===== src/rtl/div_unit_pkg.sv =====
// Shared definitions for the iterative RV32M divide/remainder unit:
// operation codes, FSM state encodings and default widths.
package div_unit_pkg;

    localparam int DEF_XLEN  = 32;
    localparam int DEF_CNT_W = 6;

    typedef enum logic [1:0] {
        DIV_OP_DIV  = 2'd0,
        DIV_OP_DIVU = 2'd1,
        DIV_OP_REM  = 2'd2,
        DIV_OP_REMU = 2'd3
    } div_op_e;

    typedef enum logic [1:0] {
        DIV_IDLE = 2'd0,
        DIV_CALC = 2'd1,
        DIV_FIX  = 2'd2,
        DIV_DONE = 2'd3
    } div_state_e;

    function automatic logic is_signed_op(input div_op_e op);
        return (op == DIV_OP_DIV) || (op == DIV_OP_REM);
    endfunction

    function automatic logic is_quotient_op(input div_op_e op);
        return (op == DIV_OP_DIV) || (op == DIV_OP_DIVU);
    endfunction

endpackage


===== src/rtl/div_unit_step.sv =====
// One restoring radix-2 division iteration: shift in the next dividend bit,
// then subtract the divisor when it fits.
module div_unit_step #(
    parameter int XLEN = 32
) (
    input  logic [XLEN:0] rem,
    input  logic          dvd_msb,
    input  logic [XLEN:0] div,
    output logic [XLEN:0] rem_next,
    output logic          q_bit
);

    logic [XLEN:0] shifted;

    always_comb begin
        shifted  = {rem[XLEN-1:0], dvd_msb};
        q_bit    = (shifted >= div);
        rem_next = q_bit ? (shifted - div) : shifted;
    end

endmodule


===== src/rtl/div_unit.sv =====
// Multi-cycle RV32M divide/remainder unit with valid/ready request and response
// ports; one operation in flight, killable by flush.
module div_unit
    import div_unit_pkg::*;
#(
    parameter int XLEN  = DEF_XLEN,
    parameter int CNT_W = DEF_CNT_W
) (
    input  logic            clk,
    input  logic            rst,
    input  logic            in_valid,
    output logic            in_ready,
    input  logic [1:0]      in_op,
    input  logic [XLEN-1:0] in_a,
    input  logic [XLEN-1:0] in_b,
    input  logic            flush,
    output logic            out_valid,
    input  logic            out_ready,
    output logic [XLEN-1:0] out_data,
    output logic            busy
);

    localparam logic [XLEN-1:0] MIN_INT = {1'b1, {(XLEN-1){1'b0}}};

    div_state_e      state, state_next;
    div_op_e         op_r;
    logic [XLEN:0]   rem_r, div_r;
    logic [XLEN-1:0] dvd_r;
    logic [CNT_W-1:0] cnt_r;
    logic            sign_quo, sign_rem;

    div_op_e         req_op;
    logic            req_signed, a_neg, b_neg, special, accept;
    logic [XLEN-1:0] abs_a, abs_b;
    logic [XLEN:0]   step_rem;
    logic            step_q;

    // Request decode: operands become magnitudes for signed ops, and the two
    // corner cases that bypass the iteration are detected here.
    always_comb begin
        req_op     = div_op_e'(in_op);
        req_signed = is_signed_op(req_op);
        a_neg      = req_signed && in_a[XLEN-1];
        b_neg      = req_signed && in_b[XLEN-1];
        abs_a      = a_neg ? -in_a : in_a;
        abs_b      = b_neg ? -in_b : in_b;
        special    = (in_b == '0) ||
                     (req_signed && (in_a == MIN_INT) && (in_b == '1));
        accept     = (state == DIV_IDLE) && in_valid && !flush;
    end

    div_unit_step #(.XLEN(XLEN)) u_step (
        .rem      (rem_r),
        .dvd_msb  (dvd_r[XLEN-1]),
        .div      (div_r),
        .rem_next (step_rem),
        .q_bit    (step_q)
    );

    always_ff @(posedge clk) begin
        if (rst) state <= DIV_IDLE;
        else     state <= state_next;
    end

    always_comb begin
        state_next = state;
        if (flush) begin
            state_next = DIV_IDLE;
        end else begin
            case (state)
                DIV_IDLE: if (in_valid) state_next = special ? DIV_FIX : DIV_CALC;
                DIV_CALC: if (cnt_r == CNT_W'(1)) state_next = DIV_FIX;
                DIV_FIX:  state_next = DIV_DONE;
                DIV_DONE: if (out_valid && out_ready) state_next = DIV_IDLE;
                default:  state_next = DIV_IDLE;
            endcase
        end
    end

    // Quotient bits shift into the low end of the dividend register, so at the
    // end of CALC dvd_r holds the quotient magnitude and rem_r the remainder.
    // out_valid is registered, so it rises one cycle after entering DONE.
    always_ff @(posedge clk) begin
        if (rst) begin
            op_r      <= DIV_OP_DIV;
            rem_r     <= '0;
            div_r     <= '0;
            dvd_r     <= '0;
            cnt_r     <= '0;
            sign_quo  <= 1'b0;
            sign_rem  <= 1'b0;
            out_valid <= 1'b0;
            out_data  <= '0;
        end else begin
            out_valid <= (state == DIV_DONE) && (state_next == DIV_DONE);
            if (accept) begin
                op_r  <= req_op;
                div_r <= {1'b0, abs_b};
                cnt_r <= CNT_W'(XLEN);
                if (in_b == '0) begin
                    dvd_r    <= '1;
                    rem_r    <= {1'b0, in_a};
                    sign_quo <= 1'b0;
                    sign_rem <= 1'b0;
                end else if (special) begin
                    dvd_r    <= in_a;
                    rem_r    <= '0;
                    sign_quo <= 1'b0;
                    sign_rem <= 1'b0;
                end else begin
                    dvd_r    <= abs_a;
                    rem_r    <= '0;
                    sign_quo <= a_neg ^ b_neg;
                    sign_rem <= a_neg;
                end
            end else if (state == DIV_CALC) begin
                rem_r <= step_rem;
                dvd_r <= {dvd_r[XLEN-2:0], step_q};
                cnt_r <= cnt_r - CNT_W'(1);
            end else if ((state == DIV_FIX) && !flush) begin
                if (is_quotient_op(op_r))
                    out_data <= sign_quo ? -dvd_r : dvd_r;
                else
                    out_data <= sign_rem ? -rem_r[XLEN-1:0] : rem_r[XLEN-1:0];
            end
        end
    end

    assign in_ready = (state == DIV_IDLE);
    assign busy     = (state != DIV_IDLE);

endmodule

===== config.mk =====
export PLATFORM = sky130hd
export DESIGN_NAME = div_unit
export DESIGN_NICKNAME = d
export VERILOG_FILES = /design/src/rtl/div_unit_pkg.sv /design/src/rtl/div_unit_step.sv /design/src/rtl/div_unit.sv
export SDC_FILE = /design/constraint.sdc
export NUM_CORES = 1
export LEC_CHECK = 0
export ABC_AREA = 1
export ABC_CLOCK_PERIOD_IN_PS = 1900
export CAP_MARGIN = 0
export CORE_MARGIN = 2
export CORE_UTILIZATION = 30
export CTS_BUF_LIST = sky130_fd_sc_hd__clkbuf_8
export DETAILED_ROUTE_END_ITERATION = 10
export HOLD_SLACK_MARGIN = 0.12
export PLACE_DENSITY = 0.46
export RECOVER_POWER = 100
export SYNTH_ARGS = -nofsm -noshare
export SYNTH_HDL_FRONTEND = slang
export SYNTH_HIERARCHICAL = 1
export SYNTH_SLANG_ARGS = --single-unit

===== constraint.sdc =====
create_clock -name clk -period 1.9 [get_ports clk]
set_clock_uncertainty 0.05 [all_clocks]
set_input_delay 0.57 -clock clk [delete_from_list [all_inputs] [get_ports clk]]
set_output_delay 0.57 -clock clk [all_outputs]
set_load 0.1 [all_outputs]

# After elaboration in Yosys (flattened, before gate mapping)
# Cells that the tools add are included.
dict set report totals {
  reg_bits 141
  inputBits 71
  out_inout_bits 35
}
dict set report op_classes {
  n_addsub 6
  magnitude_cmp 1
  eq_ne 9
  n_mux 25
  bitwise_logic 3
  n_reduce_logical 21
}
# op n
set ops {}
lappend ops {{$mux 32} 13}
lappend ops {{$neg 32->32} 4}
lappend ops {{$eq 32x32->1 const B} 2}
lappend ops {{$ge 33x32->1} 1}
lappend ops {{$logic_not 32->1} 1}
lappend ops {{$sub 32x32->32} 1}
lappend ops {{$mux 6} 2}
lappend ops {{$mux 2} 5}
lappend ops {{$logic_and 1x1->1} 9}
lappend ops {{$eq 2x2->1 const B} 4}
lappend ops {{$pmux 2 s4} 1}
lappend ops {{$eq 6x1->1 const B} 1}
lappend ops {{$logic_not 2->1} 3}
lappend ops {{$sub 6x1->6 const B} 1}
lappend ops {{$eq 2x1->1 const B} 2}
lappend ops {{$mux 1} 4}
lappend ops {{$reduce_bool 2->1} 2}
lappend ops {{$logic_or 1x1->1} 3}
lappend ops {{$reduce_and 3->1} 1}
lappend ops {{$not 1->1} 2}
lappend ops {{$reduce_or 2->1} 1}
lappend ops {{$logic_not 1->1} 1}
lappend ops {{$xor 1x1->1} 1}

# Longest topological paths before layout
# Gate-level depths: netlist of the first run.
dict set report depth {
  ltp_word 11
  ltp_mapped 18
  mapped_depth_nobuf 18
}

# Hierarchy
# The synthesis of the first run kept the hierarchy.
# mod n_inst cells_each area_each_um2 seq_area_each_um2
set by_module_without_submodules {}
lappend by_module_without_submodules {div_unit 1 1660 10075.9 2822.7}
lappend by_module_without_submodules {div_unit_step 1 692 3363.2 0.0}

# Least setup slack after synthesis of the first run
# Ideal clock, no wire load.
dict set report synth_timing {
  kind {register -> register}
  from {register state[1]}
  to {register dvd_r[6]}
  setup_ns 0.131
  t_arrival_ns 2.682
  required_ns 1.719
  slack_ns -0.963
  stages_incl_launch_ff 11
  path_buffers 2
  path_cell_list {dfxtp_1 -> nor2_2 -> inv_2 -> nor2_2 -> nand2_2 -> buf_4 -> buf_2 -> a21oi_1 -> o211ai_1 -> nand2_1 -> a21oi_1}
}
dict set report synth_between {
  elab_chain_cells 4
  word_cells_on_any_way 6
  classes_between {eq/ne: 1; mux: 1; reduce/logical: 4}
}
# element line_no
set synth_rtl {}
lappend synth_rtl {{from (decl)} div_unit.sv:25} ;# div_state_e state, state_next;
lappend synth_rtl {{from (signal assigned)} div_unit.sv:62} ;# else state <= state_next;
lappend synth_rtl {{$logic_not 2->1 (*)} n/a}
lappend synth_rtl {{net in_ready} div_unit.sv:12} ;# output logic in_ready,
lappend synth_rtl {{$logic_and 1x1->1 (*) (2 in a row)} div_unit.sv:49} ;# accept = (state == DIV_IDLE) && in_valid && !flush;
lappend synth_rtl {{$mux 32 or $reduce_bool 2->1 (tied branches)} n/a}
lappend synth_rtl {{to (signal assigned)} div_unit.sv:106} ;# dvd_r <= in_a;
lappend synth_rtl {{to (signal assigned)} div_unit.sv:111} ;# dvd_r <= abs_a;
lappend synth_rtl {{to (signal assigned)} div_unit.sv:118} ;# dvd_r <= {dvd_r[XLEN-2:0], step_q};
lappend synth_rtl {{to (decl)} div_unit.sv:28} ;# logic [XLEN-1:0] dvd_r;
# Mark *: on every way through the listed nets, which the timed path passes. The rest lies on a longest branch.
# A chain may end at the register's enable or synchronous reset.

# Worst setup path in the final report of the first run
dict set report layout_timing {
  from {register rem_r[21]}
  to {register rem_r[17]}
}
dict set report layout_between {
  elab_chain_cells 4
}
# element line_no
set layout_rtl {}
lappend layout_rtl {{from (decl)} div_unit.sv:27} ;# logic [XLEN:0] rem_r, div_r;
lappend layout_rtl {{from (signal assigned)} div_unit.sv:102} ;# rem_r <= {1'b0, in_a};
lappend layout_rtl {{from (signal assigned)} div_unit.sv:117} ;# rem_r <= step_rem;
lappend layout_rtl {{$ge 33x32->1} div_unit_step.sv:17} ;# q_bit = (shifted >= div);
lappend layout_rtl {{$mux 32} div_unit_step.sv:18} ;# rem_next = q_bit ? (shifted - div) : shifted;
lappend layout_rtl {{net step_rem[17]} div_unit.sv:35} ;# logic [XLEN:0] step_rem;
lappend layout_rtl {{$mux 32} div_unit.sv:116} ;# end else if (state == DIV_CALC) begin
lappend layout_rtl {{$mux 32} div_unit.sv:96} ;# if (accept) begin
# The timed path passes the listed nets, and every way through them passes these cells. The select of a mux whose other input is x is not followed.

==> summary.md, run 1 <==
| Metric | Value |
|---|---|
| 1st-iter DRT viols | `1233` |
| PortBufs | `105` |
| Row count | `77` |
| Nets | `2985` |
| Mapped cell area | `13300 sq um` |
| Final GP Congestion | `0.959` |
| Actual slew at the worst max-slew pin | `around 0.76 ns` |
| Initial antenna violation count | `0` |
| Initial Util | `30.3%` |
| Core area | `roughly 44000 sq um` |
| Global-route total usage across every layer | `around a quarter` |
| Crit path launch | `rem_r[21]` |
| Routed WL | `~62 mm` |
| Worst ir drop on vdd | `around 0.47 mV` |
| Inserted Diodes | `0` |
| Data required, critical path | `2.24 ns` |
| Leakage power | `just over 0.01 uW` |
| Global-route wire length before repair | `92.7 mm` |
| PD cells | `637 nW/um^2` |
| Tmin final | `2.28 ns` |
| Drt drc | `0` |
| Worst r2r src | `rem_r[21]` |
| CTS root buf | `clkbuf_8` |
| Via count | `approximately 17000` |
| H-tree levels | `4` |
| Worst Setup End Kind | `register` |
| Tcrit/Tclk final | `120%` |
| CP Launch Type | `register` |
| Clock tree buffer depth | `2` |
| Share of layout cells above drive strength 1 | `36.7%` |
| Clock sink total | `140` |
| WL per Instance | `around 18 microns` |
| Reg-to-reg slack, setup | `-0.38 ns` |
| CP Data Arrival Time | `~2.6 ns` |
| DP HPWL | `49.0 mm` |
| Clock slew at reported path FFs | `0.10 ns` |
| TNS Setup | `-11.44 ns` |
| Final Hold Vio Count | `0` |
| FMAX | `0.439 GHz` |
| DRT Pass-1 Iters | `6` |
| End of the critical path | `rem_r[17]` |
| Vias per inst | `4.88` |
| Hold Buf Count CTS | `0` |
| Final setup violation count | `47` |
| RSZ-0062 raised after global routing | `true` |
| Pin count of the biggest net entering global routing | `69` |
| Number of global-route vias before repair | `16072` |
| Die Span Y | `215 microns` |
| Slew Limit Fails | `0` |
| Congestion Overflow GR | `0` |
| Synth warn | `6` |
| CP max FO | `8` |
| Hold Path Class | `in -> reg` |
| Synth Instances | `about 2300` |
| Slew HR | `49.5%` |
| Failing checks | `setup timing` |
| Pre-CTS setup slack | `-0.798 ns` |
| Worst Reg2Reg Path Length in Cells | `15` |
| Status | `finished with violations` |
| CTS tree | `built` |
| Die Width | `around 210 microns` |
| Die ar. | `about 46000 sq um` |
| CP Class | `reg -> reg` |
| Final worst slack | `-0.379 ns` |
| Mean area per synthesized cell | `5.72 sq um` |
| Ports | `106` |
| Max-Cap Viols | `0` |
| Synthesized Nets | `2446` |
| Area grow syn2layout | `56.8%` |
| Antenna Nets Post-Route | `0` |
| CTS buffer count | `17` |
| Worst-skew pair later-pin latency | `a little over 0.5 ns` |
| R2r endpoint | `rem_r[17]` |
## cells in the final DEF, fill, tap and decap left out, drive strengths merged, types with 5 or more instances in the layout
cell type      count
nand2            730
nor3              34
a21oi            143
dlymetal6s2s      34
nand3b            19
o22ai              5
clkbuf            47
clkdlybuf4s50      6
inv              367
xor2              37
and2               7
buf              513
a31oi              5
xnor2              5
dfxtp            140
nor2             209
o211ai            11
o31ai              6
o221ai             7
o21bai            13
or2                9
nand4             22
dlygate4sd2       21
clkinv             9
o21ai            197
o21a              21
ha                40
nand3            215
## per-layer routing
metal	vias to the layer above	routed length, microns	global-route usage, %	share of wire, %
met2	501	28700	42.6	46
met4	0	1200	5.69	1.9
met5	-	0	0	0
met1	7895	28700	35.8	46
met3	69	3790	4.13	6.1
li1	8518	-	-	-
## how the worst min path moves through the flow
| stage | slack [ns] | cells after the start | to | from |
|---|---|---|---|---|
| 3_5_place_dp | 0.41 | 2 | div_r[31] | div_r[31] |
| 2_1_floorplan | 0.40 | 2 | div_r[31] | div_r[31] |
| 6_report | 0.42 | 4 | rem_r[0] | in_a[0] |
| 3_3_place_gp | 0.41 | 2 | div_r[31] | div_r[31] |
| 5_1_grt | 0.41 | 4 | dvd_r[0] | in_a[0] |
| 4_1_cts | 0.44 | 2 | dvd_r[14] | dvd_r[14] |
## through the flow
stage | hold WS [ns] | utilization [%] | cell area [sq um] | instances | power (uW)
floorplan | 0.395 | - | 13600 | 2334 | 6600
global placement | 0.410 | 42.9 | 18900 | 3390 | 9560
detailed placement | 0.409 | 42.9 | 18900 | 3390 | 9570
CTS | 0.440 | 46.1 | 20300 | 3452 | 12800
global route | 0.415 | 47.5 | 20900 | 3478 | 14200
finish | 0.419 | 47.5 | 20900 | 3478 | 13300
## critical path, cell delays in order, from the launching register on
cell,delay [ns]
dfxtp_1,0.45
ha_4,0.25
nand2_1,0.06
nand2_1,0.07
nand2_1,0.07
nand2_1,0.06
inv_1,0.11
a21oi_4,0.08
nor2_4,0.25
buf_6,0.17
nand2_8,0.09
buf_6,0.14
nand3_4,0.06
nand2_1,0.06
o21ai_1,0.12
a21oi_1,0.07
## report_power, final
group          total, uW  switching [uW]  internal (uW)
sequential          3320             199           3120
combinational       7430            4170           3260
clock               2570            1390           1180
total              13300            5760           7570
## registers in the layout (all words and copies together), names as in the netlist
signal	flops
cnt_r	6
div_r	32
dvd_r	32
op_r	1
out_data	32
out_valid	1
rem_r	32
sign_quo	1
sign_rem	1
state	2
## area by class of cell
cell class	instances	area, sq um
Inverter	364	1430
Tap cell	592	741
Multi-Input combinational cell	1745	10300
Clock buffer	17	234
Timing Repair Buffer	605	5200
Sequential cell	140	2880
Fill cell	4656	23100
Clock inverter	15	160
## what timing repair did
action / CTS / global route
setup buffers: 30 / 22
pin swaps: 101 / 121
cloned: 2 / 5
endpoints found under the setup margin: 110 / 121
resized for setup: 277 / 311
No activity file was read; power rests on OpenSTA's default activity.
==> inputs of run 2 (changes only) <==
Settings changed: ABC_CLOCK_PERIOD_IN_PS 1900 to 2400, PLACE_DENSITY 0.46 to 0.45, TNS_END_PERCENT set to 100.
Clock period 1.9 ns to 2.4 ns, I/O delays scaled along.
==> run 2 against run 1 <==
  * The flow now finishes without violations
  * Sequential share of layout area is 2.0 points higher
  * Design area is 13% lower
  * Clock power is 15% lower
  * Final cell count is 5.3% lower
  * Worst setup slack better by 0.44 ns
  * Global-route usage is 0.68 points lower
  * Clock-buffer cell count is 4 higher
  * Via count is 5.2% lower
  * Largest cell class unchanged
==> summary.md, run 2 (synthesis results as in run 1) <==
| Metric | Value |
|---|---|
| Pre-CTS setup slack | `-0.561 ns (was -0.798 ns)` |
| TNS Setup | `0 ns (was -11.44 ns)` |
| Die ar. | `46200 sq um (unchanged)` |
| Slew Limit Fails | `0 (unchanged)` |
| Final setup violation count | `0 (was 47)` |
| Hold Path Class | `reg -> reg (was in -> reg)` |
| Routed WL | `58.9 mm (was 62.4 mm)` |
| Share of layout cells above drive strength 1 | `23.6% (was 36.7%)` |
| Worst Setup End Kind | `register (unchanged)` |
| Tcrit/Tclk final | `97.6%` |
| CP max stage delay | `0.50 ns (was 0.45 ns)` |
| Ports | `106 (unchanged)` |
| Leakage power | `0.00872 uW (was 0.0103 uW)` |
| PD cells | `525 nW/um^2 (was 637 nW/um^2)` |
| Global-route total usage across every layer | `25.3% (was 26.0%)` |
| Post-route cell area | `18100 sq um (was 20900 sq um)` |
| Number of global-route vias before repair | `15459 (was 16072)` |
| End of the critical path | `dvd_r[5] (was rem_r[17])` |
| Tmin final | `2.34 ns` |
| H-tree levels | `4 (unchanged)` |
| Crit path launch | `in_b[0] (was rem_r[21])` |
| FMAX | `0.427 GHz` |
| Worst path slowest cell | `clkdlybuf4s50_1 (was dfxtp_1)` |
| DP HPWL | `48.2 mm (was 49.0 mm)` |
| Congestion Overflow GR | `0 (unchanged)` |
| RSZ-0062 raised after global routing | `true (unchanged)` |
| PortBufs | `105 (unchanged)` |
| CTS tree | `built (unchanged)` |
| CP cell instances | `clkdlybuf4s50_1 -> inv_1 -> ha_1 -> nand2_1 -> nor2_1 -> nand3_1 -> nor2_4 -> nand3_4 -> nand2_4 -> inv_2 -> nand3_1 -> nand2_1 -> a21oi_2 (was ha_4 -> nand2_1 -> nand2_1 -> nand2_1 -> nand2_1 -> inv_1 -> a21oi_4 -> nor2_4 -> buf_6 -> nand2_8 -> buf_6 -> nand3_4 -> nand2_1 -> o21ai_1 -> a21oi_1)` |
| CP Class | `in -> reg (was reg -> reg)` |
| DRT Pass-1 Iters | `5 (was 6)` |
| Design Power | `9510 uW (was 13300 uW)` |
| Via count | `16093 (was 16983)` |
| Antenna Nets Post-Route | `0 (unchanged)` |
| Fill count | `4930 (was 4656)` |
| CTS root buf | `clkbuf_8 (unchanged)` |
| Pin count of the biggest net entering global routing | `55 (was 69)` |
| Clock sink total | `140 (unchanged)` |
| Inserted Diodes | `0 (unchanged)` |
| Slew HR | `53.8% (was 49.5%)` |
| Die Span Y | `215 microns (unchanged)` |
| Hold slack | `0.435 ns (was 0.419 ns)` |
| CTS buffer count | `17 (unchanged)` |
| Row count | `77 (unchanged)` |
| Dpl cell area | `17100 sq um (was 18900 sq um)` |
| CP Data Arrival Time | `2.68 ns (was 2.62 ns)` |
| Area grow syn2layout | `35.8% (was 56.8%)` |
| Die Width | `215 microns (unchanged)` |
| Initial antenna violation count | `0 (unchanged)` |
| Worst Reg2Reg Path Length in Cells | `14 (was 15)` |
| CP max FO | `23 (was 8)` |
| Nets | `2799 (was 2985)` |
| Status | `complete, no violations (was finished with violations)` |
| Worst ir drop on vdd | `0.358 mV (was 0.472 mV)` |
| CP Launch Type | `primary input (was register)` |
| Clock tree buffer depth | `2 (unchanged)` |
| Initial Util | `30.3% (unchanged)` |
| Worst r2r src | `div_r[31] (was rem_r[21])` |
| Final worst slack | `0.0583 ns (was -0.379 ns)` |
| Most frequent cells in the layout | `nand2_1, inv_1, buf_4 (was nand2_1, buf_4, inv_1)` |
| Storage cell area | `2850 sq um (was 2880 sq um)` |
| Actual slew at the worst max-slew pin | `0.686 ns (was 0.758 ns)` |
| Max-Cap Viols | `0 (unchanged)` |
| Final Hold Vio Count | `0 (unchanged)` |
| WL per Instance | `17.9 microns (about the same)` |
| Reg-to-reg slack, setup | `0.08 ns (was -0.38 ns)` |
| Global-route wire length before repair | `89.2 mm (was 92.7 mm)` |
| Most common cell after layout, fill and taps aside | `nand2_1 (unchanged)` |
| Vias per inst | `4.89 (was 4.88)` |
| Worst-skew pair later-pin latency | `0.51 ns (about the same)` |
| Multi-input gate area | `9350 sq um (was 10300 sq um)` |
| R2r endpoint | `rem_r[20] (was rem_r[17])` |
| Final GP Congestion | `0.941 (was 0.959)` |
| Clock slew at reported path FFs | `0.08 ns (was 0.10 ns)` |
| Data required, critical path | `2.74 ns (was 2.24 ns)` |
| 1st-iter DRT viols | `1233 (unchanged)` |
| Drt drc | `0 (unchanged)` |
| Core area | `44000 sq um (unchanged)` |
[run 2: changes by cell type in the layout (fill, tap and decap cells not counted), sizes merged]
| cell | previous run | this run |
|---|---|---|
| buf | 513 | 303 |
| clkdlybuf4s50 | 6 | 68 |
| dlymetal6s2s | 34 | 0 |
| dlygate4sd2 | 21 | 0 |
| clkbuf | 47 | 67 |
| inv | 367 | 363 |
| clkinv | 9 | 7 |
| dlygate4sd3 | 0 | 2 |
| bufinv | 2 | 3 |
| clkdlybuf4s25 | 1 | 0 |
| clkinvlp | 1 | 2 |
[run 2: final cells by class]
type	instances	share of cell area [%]
Clock buffer	21	1.59
Clock inverter	11	0.780
Tap cell	592	4.09
Timing Repair Buffer	419	18.6
Sequential cell	140	15.7
Multi-Input combinational cell	1745	51.6
Inverter	364	7.58
[run 2: metrics by stage]
stage | utilization (%) | cells
floorplan | - | 2334
global placement | 38.9 | 3256
detailed placement | 38.9 | 3256
CTS | 40.2 | 3288
global route | 41.2 | 3292
finish | 41.2 | 3292
[run 2: how the worst min path moves through the flow]
stage          startpoint         to  slack [ns]  cells after the start
3_5_place_dp     cnt_r[1]   cnt_r[1]        0.42                      2
5_1_grt          cnt_r[3]   cnt_r[3]        0.47                      2
2_1_floorplan   div_r[31]  div_r[31]        0.40                      2
3_3_place_gp    dvd_r[14]  dvd_r[14]        0.42                      2
6_report         cnt_r[1]   cnt_r[1]        0.44                      2
4_1_cts          cnt_r[1]   cnt_r[1]        0.43                      2
[run 2: critical path, delay by kind of cell]
kind	cells	cell delay (ns)
buf+inv	3	0.93
simple gates	8	0.74
fa+ha+maj	1	0.21
compound gates	1	0.05
[run 2: power by group]
part / total (uW) / internal [uW] / switching [uW] / leakage (uW)
Combinational: 4690 / 1860 / 2830 / 0.00734
Clock: 2190 / 1130 / 1060 / 0.000219
Sequential: 2630 / 2470 / 164 / 0.00116
[run 2: timing repair]
| item | CTS | global route |
|---|---|---|
| pin swaps | 2 | 24 |
| endpoints found under the setup margin | 28 | 57 |
| gates resized for setup | 23 | 165 |
| cloned | 0 | 1 |
| setup buffers | 0 | 3 |
| hold buffers | 0 | 0 |
[run 2: routing by layer]
metal / track usage (%) / vias to the layer above / share of wire (%)
li1: - / 8130 / -
met1: 35.8 / 7441 / 49
met4: 9.07 / 0 / 3.2
met2: 38.6 / 450 / 42
met5: 0 / - / 0
met3: 4.12 / 72 / 6.0
==> inputs of run 3 (changes only) <==
Settings changed: ABC_CLOCK_PERIOD_IN_PS 2400 to unset.
==> results of run 3 <==
Final layout, timing and power as in run 2 (identical DEF).
